### src/rtl/ndn_face_mux.sv
// ndn_face_mux: NUM_FACES byte-stream faces merged into one packet-granular round-robin stream,
// plus a stateless multicast egress fan-out. Define NDN_FACE_STATS_EN for per-face packet counters.
module ndn_face_mux #(
  parameter int NUM_FACES = 4,
  parameter int DATA_W    = 8,
  parameter int MAX_LEN   = 64,
  localparam int FACE_W   = $clog2(NUM_FACES)
) (
  input  logic                        clk,
  input  logic                        rst,
  input  logic [NUM_FACES-1:0]        in_valid,
  input  logic [NUM_FACES*DATA_W-1:0] in_data,
  input  logic [NUM_FACES-1:0]        in_last,
  output logic [NUM_FACES-1:0]        in_ready,
  output logic                        out_valid,
  output logic [DATA_W-1:0]           out_data,
  output logic                        out_last,
  output logic [FACE_W-1:0]           out_face,
  input  logic                        out_ready,
  output logic                        err_oversize,
`ifdef NDN_FACE_STATS_EN
  input  logic [FACE_W-1:0]           stat_sel,
  input  logic                        stat_clr,
  output logic [15:0]                 stat_pkts,
`endif
  input  logic                        fwd_valid,
  input  logic [DATA_W-1:0]           fwd_data,
  input  logic                        fwd_last,
  input  logic [NUM_FACES-1:0]        fwd_mask,
  output logic                        fwd_ready,
  output logic [NUM_FACES-1:0]        eg_valid,
  output logic [DATA_W-1:0]           eg_data,
  output logic                        eg_last,
  input  logic [NUM_FACES-1:0]        eg_ready
);
  localparam int CNT_W = $clog2(MAX_LEN + 1);
  localparam int IDX_W = FACE_W + 1;

  typedef enum logic [1:0] {IDLE, FWD, DROP} state_t;

  state_t              state_reg;
  logic [FACE_W-1:0]   grant_reg;
  logic [FACE_W-1:0]   rr_ptr_reg;
  logic [CNT_W-1:0]    beat_cnt_reg;
  logic                err_oversize_reg;

  logic [FACE_W-1:0]   pick;
  logic [IDX_W-1:0]    idx;
  logic                g_valid;
  logic                g_last;
  logic [DATA_W-1:0]   g_data;
  logic                at_max;
  logic                xfer;

  assign g_valid = in_valid[grant_reg];
  assign g_last  = in_last[grant_reg];
  assign g_data  = in_data[grant_reg*DATA_W +: DATA_W];
  assign at_max  = (beat_cnt_reg == CNT_W'(MAX_LEN - 1));

  assign out_valid    = (state_reg == FWD) && g_valid;
  assign out_data     = (state_reg == FWD) ? g_data : '0;
  assign out_last     = out_valid && (g_last || at_max);
  assign out_face     = grant_reg;
  assign err_oversize = err_oversize_reg;
  assign xfer         = out_valid && out_ready;

  // Scan from the far end so the nearest requester after rr_ptr is the final assignment.
  always_comb begin
    pick = '0;
    idx  = '0;
    for (int k = NUM_FACES; k >= 1; k--) begin
      idx = {1'b0, rr_ptr_reg} + IDX_W'(k);
      if (idx >= IDX_W'(NUM_FACES))
        idx = idx - IDX_W'(NUM_FACES);
      if (in_valid[idx[FACE_W-1:0]])
        pick = idx[FACE_W-1:0];
    end
  end

  genvar gi;
  generate
    for (gi = 0; gi < NUM_FACES; gi++) begin : g_rdy
      assign in_ready[gi] = (grant_reg == FACE_W'(gi)) &&
                            (((state_reg == FWD) && out_ready) || (state_reg == DROP));
    end
  endgenerate

  always_ff @(posedge clk or negedge rst) begin
    if (!rst) begin
      state_reg        <= IDLE;
      grant_reg        <= '0;
      rr_ptr_reg       <= FACE_W'(NUM_FACES - 1);
      beat_cnt_reg     <= '0;
      err_oversize_reg <= 1'b0;
    end else begin
      err_oversize_reg <= 1'b0;
      case (state_reg)
        IDLE: begin
          if (|in_valid) begin
            grant_reg    <= pick;
            rr_ptr_reg   <= pick;
            beat_cnt_reg <= '0;
            state_reg    <= FWD;
          end
        end
        FWD: begin
          if (xfer) begin
            beat_cnt_reg <= beat_cnt_reg + CNT_W'(1);
            if (g_last) begin
              state_reg <= IDLE;
            end else if (at_max) begin
              state_reg        <= DROP;
              err_oversize_reg <= 1'b1;
            end
          end
        end
        DROP: begin
          if (g_valid && g_last)
            state_reg <= IDLE;
        end
        default: state_reg <= IDLE;
      endcase
    end
  end

  // Egress fan-out: a beat completes only when every addressed face takes it together.
  assign eg_valid  = fwd_mask & {NUM_FACES{fwd_valid}};
  assign eg_data   = fwd_data;
  assign eg_last   = fwd_last;
  assign fwd_ready = &(eg_ready | ~fwd_mask);

`ifdef NDN_FACE_STATS_EN
  logic                        pkt_done;
  logic [NUM_FACES-1:0][15:0]  cnt_vec;
  logic [15:0]                 stat_pkts_reg;

  assign pkt_done  = xfer && (g_last || at_max);
  assign stat_pkts = stat_pkts_reg;

  generate
    for (gi = 0; gi < NUM_FACES; gi++) begin : g_stat
      logic [15:0] cnt_reg;
      always_ff @(posedge clk or negedge rst) begin
        if (!rst)
          cnt_reg <= '0;
        else if (stat_clr)
          cnt_reg <= '0;
        else if (pkt_done && (grant_reg == FACE_W'(gi)) && (cnt_reg != 16'hFFFF))
          cnt_reg <= cnt_reg + 16'd1;
      end
      assign cnt_vec[gi] = cnt_reg;
    end
  endgenerate

  always_ff @(posedge clk or negedge rst) begin
    if (!rst)
      stat_pkts_reg <= '0;
    else
      stat_pkts_reg <= cnt_vec[stat_sel];
  end
`endif

endmodule
### config.mk
export PLATFORM = sky130hd
export DESIGN_NAME = ndn_face_mux
export DESIGN_NICKNAME = d
export VERILOG_FILES = /design/src/rtl/ndn_face_mux.sv
export SDC_FILE = /design/constraint.sdc
export NUM_CORES = 1
export LEC_CHECK = 0
export CAP_MARGIN = 20
export CELL_PAD_IN_SITES_DETAIL_PLACEMENT = 0
export CELL_PAD_IN_SITES_GLOBAL_PLACEMENT = 1
export CORE_MARGIN = 2
export CORE_UTILIZATION = 25
export DETAILED_ROUTE_END_ITERATION = 12
export PLACE_DENSITY_LB_ADDON = 0.1
export SLEW_MARGIN = 40
export SYNTH_ARGS = -nofsm -noshare
export SYNTH_HDL_FRONTEND = slang
export SYNTH_SLANG_ARGS = --single-unit
### constraint.sdc
create_clock -name clk -period 4.1 [get_ports clk]
set_input_delay 0.615 -clock clk [delete_from_list [all_inputs] [get_ports clk]]
set_output_delay 0.615 -clock clk [all_outputs]
set_load 0.005 [all_outputs]
Yosys cells after proc, flatten, opt, wreduce, memory -nomap -nowiden --
Cells that the tools add are included.
Storage, ports and cells: logic and storage cells 90, bits in registers 14, bits of input ports 61, output and inout bits 31
Cells by class: muxes and demuxes 34, add/sub/neg operators 9, magnitude comparators 9, bitwise operators 3, reduce and logical (&&, ||, !) cells 19, shift operators 1, equality and inequality tests 10
Operators by type and width (count):
- variable part select 32 x 6 -> 8 bit | 1
- two-way mux 2 bit | 13
- < comparator 2 x 3 -> 1 bit (second input constant) | 5
- two-way mux 7 bit | 2
- one-hot mux 7 bit (2 select lines) | 1
- binary-select mux 1 bit (select 2 bit) | 6
- >= comparator 3 bit (second input constant) | 4
- two-way mux 1 bit | 10
- logical AND 1 bit | 9
- two-way mux 8 bit | 1
- AND reduction 4 bit | 2
- subtractor 2 x 1 -> 2 bit (second input constant) | 4
- adder 7 x 1 -> 7 bit (second input constant) | 1
- == test 7 x 6 -> 1 bit (second input constant) | 1
- adder 2 x 2 -> 3 bit (second input constant) | 2
- == test 2 bit (second input constant) | 3
- one-hot mux 2 bit (3 select lines) | 1
- bitwise AND 4 bit | 1
- == test 2 x 1 -> 1 bit (second input constant) | 2
- zero test 2 bit | 2
- != test 2 bit (second input constant) | 2
- NOT 4 bit | 1
- OR 4 bit | 1
- OR reduction 4 bit | 1
- 8 further kinds | 9

Depth between registers and ports, before layout --
word-level depth 9, gate-level depth with buffers 6, mapped depth without buffers 5

Worst setup path after synthesis --
OpenSTA, ideal clock, no wires.
path type input to output, start point input port in_last[1], end point output port out_last, path buffers 0, stages on the path 3, arrival time 1492 ps, data required time 3485 ps, setup slack 1993 ps, cells stage by stage mux4_1 > o21bai_1 > and2_1
Between the ends: longest elaborated chain between the ends 4
RTL lines:
- start: declaration | RTL line 13 | input logic [NUM_FACES-1:0] in_last,
- binary-select mux 1 bit (select 2 bit) | RTL line 56 | assign g_last = in_last[grant_reg];
- two-way mux 1 bit (implied by the code) | RTL line 56
- logical OR 1 bit | RTL line 62 | assign out_last = out_valid && (g_last || at_max);
- logical AND 1 bit | RTL line 62
- end: declaration | RTL line 17 | output logic out_last,
Every way passes these cells. The select of a mux whose other input is x is not followed.

Worst setup path in the final report --
start point register grant_reg[0], in the netlist out_face[0], end point output port out_last
Between the ends: longest elaborated chain between the ends 4, elaborated cells between the ends (all ways) 7, classes of those cells mux (4); reduce/logical (3)
RTL lines:
- start: declaration | RTL line 42 | logic [FACE_W-1:0] grant_reg;
- start signal: assignment | RTL line 100 | grant_reg <= pick;
- binary-select mux 1 bit (select 2 bit), on equally long branches | RTL line 55, 56
- two-way mux 1 bit, on equally long branches | RTL line 55, 56
- logical AND 1 bit / logical OR 1 bit (equally long branches) | RTL line 60, 62
- logical AND 1 bit * | RTL line 62
Every way passes the cells marked *; elsewhere a longest branch is shown, timed or not. The select of a mux whose other input is x is not followed.

==> results.yml <==
run_status:
  run_status: "finished, final reports clean"
critical_path:
  worst_r2r_end: "beat_cnt_reg[3]"
  timing.critical_path.arrival_ns: 2.59
  worstPathBufferInverterCount: 1
  cp_data_required_time_ns: 3.48
  critical-path-slowest-cell: "dfrtp_1"
  worst_setup_slack_for_register_to_register_paths_ns: 1.83
  path_class: "flop to primary output"
  timing.critical_path.slowest_cell_delay_ns: 0.80
  timing.rr.start: "out_face[0]"
  worst_setup_path_end_kind: "primary output"
  startpoint_type: "flop"
  crit_fanout: 16
  worst_r2r_path_depth: 4
  cp_top_family: "flip-flops"
  cp_cell_sequence: "mux4_1 -> o21bai_1 -> and2_1 -> clkdlybuf4s50_1"
clock_tree:
  worst_skew_pair.late_latency_ns: 0.25
  cts_tree: "done"
  cts_max_level: 1
  cts_max_path_buffers: 2
  tritoncts.num_buffers: 3
  post_cts_buffers: 0
  cts.root.buffer_cell: "clkbuf_8"
  holdBufCountCts: 0
  clkTransAtPathRegs_ns: 0.07
  cts_repair_resize_count: 0
  clock_sinks: 14
grt:
  grt.total_usage_pct: 13.3
  wire_length_of_the_first_global_routing_pass_um: 5640
  via_count_of_the_first_global_routing_pass: 1209
  overflow: 0
  grt_start_max_net_pins: 17
  antenna_found_initial: 0
timing:
  fin_setup_tns_ns: 0
  worst_max_slew_pin_slew_ns: 0.704
  finClkSkew_ns: 0.00594
  final.min_clock_period_ns: 3.21
  final_hold_viol_count: 0
  slew_headroom_pct: 53.1
  report.final.slew_viol_count: 0
  achievable-frequency_ghz: 0.312
  min_period_over_period_pct: 78.2
  grt_setup_unrepaired: "no"
  report.final.setup_viol: 0
routing:
  met1Wirelength_um: 1420
  first_iter_violations: 50
  detailroute.via_count: 1222
  routed_wirelength_um: 3600
  wl_met2_um: 1810
  detailedRoute.firstPassIterationCount: 4
  route.top_layer_used: "met4"
  route.detailed.drc: 0
  final_antenna_net_count: 0
  detail_route.vias_per_cell: 4.81
  post_drt_wl_per_cell_um: 14.2
  dr_wl_met3_um: 358
synth:
  syn-instance-count: 125
  mappedNetlistNets: 187
  netlist_area_before_placement_mm2: 0.00122
  synthesis.area_per_instance_um2: 9.79
  yosysWarnings: 0
  synth_seq_cells: 14
  yosysUniqueCellTypes: 42
  seq_area_frac_synth_pct: 28.8
die:
  core_area_mm2: 0.00472
  fp.dieArea_mm2: 0.00547
  floorplan.die.height_um: 74.0
  placement_rows: 25
  io-pin-count: 92
  initial_utilization_pct: 25.9
  die_w_um: 74.0
power_and_ir_drop:
  total_leakage_power_uw: 0.000750
  power_per_cell_area_mw_per_mm2: 461
  irDropWorstVdd_mv: 0.228
final_layout:
  seqCellArea_um2: 353
  mostFrequentLayoutCell: "clkdlybuf4s50_1"
  multi_input_gate_area_um2: 738
  mostFrequentLayoutCells: "clkdlybuf4s50_1 (73), and2_1 (14), dfrtp_1 (12), inv_1 (8), a21oi_1 (8)"
  syn_to_final_growth_pct: 61.9
  drive_gt1_share_pct: 8.56
  fin_util_pct: 41.9
  largest_register_ffs: 7
  ant_diodes: 0
  nFillCells: 481
  finalNetCount: 250
placed_design:
  gp_congestion: 0.816
  dp_hpwl_um: 2900
  io_buffers: 73
min_path:
  holdPathEnd: "beat_cnt_reg[0]"
  min_path_type: "flop to flop"
  min-delay-start: "beat_cnt_reg[0]"
  min_path_cells: 1
run:
  number_of_maximum_capacitance_constraint_violations: 0
[per-layer routing]
metal | vias up | track usage, %
met4 | 0 | 1.21
met1 | 574 | 16.0
met2 | 56 | 23.0
li1 | 590 | -
met5 | - | 0
met3 | 2 | 5.96
[synthesized netlist by cell type]
| master | n | area share [%] |
|---|---|---|
| clkbuf_1 | 2 | 0.61 |
| nand2b_1 | 1 | 0.51 |
| o211ai_1 | 2 | 1.2 |
| and3_1 | 1 | 0.51 |
| mux4_2 | 7 | 13 |
| o22ai_1 | 1 | 0.51 |
| o21a_1 | 1 | 0.61 |
| nor2_1 | 2 | 0.61 |
| mux2_2 | 1 | 0.92 |
| o21ai_1 | 1 | 0.41 |
| o41ai_1 | 1 | 0.72 |
| a221oi_1 | 1 | 0.72 |
| a22oi_1 | 1 | 0.61 |
| nor4_1 | 2 | 1.0 |
| nand2_1 | 6 | 1.8 |
| nand3_1 | 3 | 1.2 |
| buf_2 | 2 | 0.82 |
| a21o_1 | 2 | 1.2 |
| or2_2 | 1 | 0.51 |
| ha_1 | 1 | 1.0 |
| a211oi_1 | 1 | 0.61 |
| a21boi_0 | 1 | 0.61 |
| or3_1 | 2 | 1.0 |
| and2_1 | 14 | 7.2 |
| inv_1 | 8 | 2.5 |
| nor3_1 | 2 | 0.82 |
| nor2b_1 | 2 | 1.0 |
| a31oi_1 | 1 | 0.51 |
| mux4_1 | 3 | 6.4 |
| o31ai_1 | 4 | 2.5 |
| and3b_1 | 1 | 0.72 |
| dfrtp_1 | 12 | 25 |
| or4_1 | 5 | 3.1 |
| nor3b_1 | 2 | 1.2 |
| buf_4 | 9 | 5.5 |
| o21bai_1 | 1 | 0.61 |
| dfstp_2 | 2 | 4.3 |
| a21boi_2 | 1 | 0.92 |
| o21ai_0 | 4 | 1.6 |
| a21oi_1 | 8 | 3.3 |
| a41oi_1 | 1 | 0.72 |
| buf_6 | 2 | 1.8 |
[how the worst max path moves through the flow]
stage,from,to,slack (ns),cells past startpoint
floorplan,in_last[1],out_last,1.99,3
global placement,in_valid[3],out_last,1.03,5
detailed placement,in_valid[3],out_last,1.01,5
CTS,out_face[0],out_last,0.84,4
global route,out_face[0],out_last,0.73,4
finish,out_face[0],out_last,0.89,4
[metrics by stage]
stage	power (uW)	hold slack [ns]	cells	setup slack [ns]	cell area [um2]
6_report	914	0.527	254	0.895	1980
5_1_grt	987	0.565	254	0.734	1980
4_1_cts	926	0.527	254	0.839	1980
3_5_place_dp	802	0.511	250	1.01	1930
3_3_place_gp	794	0.516	250	1.03	1930
2_1_floorplan	547	0.319	125	1.99	1220
[power breakdown]
group	total (uW)	internal (uW)	switching, uW
Clock	121	68.7	52.0
Sequential	263	180	82.7
Combinational	531	350	180
Total	914	599	315
[cell type report]
class	count	share of cell area [%]
clock buffers	4	2.27
multi-input cells	88	37.3
repair buffers	73	36.9
well taps	67	4.23
inverters	8	1.52
flip-flops and latches	14	17.8
[logic make-up (layout without fill, tap and decap cells)]
family          Yosys count  after routing  share of synthesized area [%]
compound gates           32             32                           17.4
buf+inv                  23             85                           11.2
simple gates             44             44                           21.3
mux                      11             11                           20.2
flops                    14             14                           28.8
fa+ha+maj                 1              1                           1.02
(Power assumes the default switching activity.)
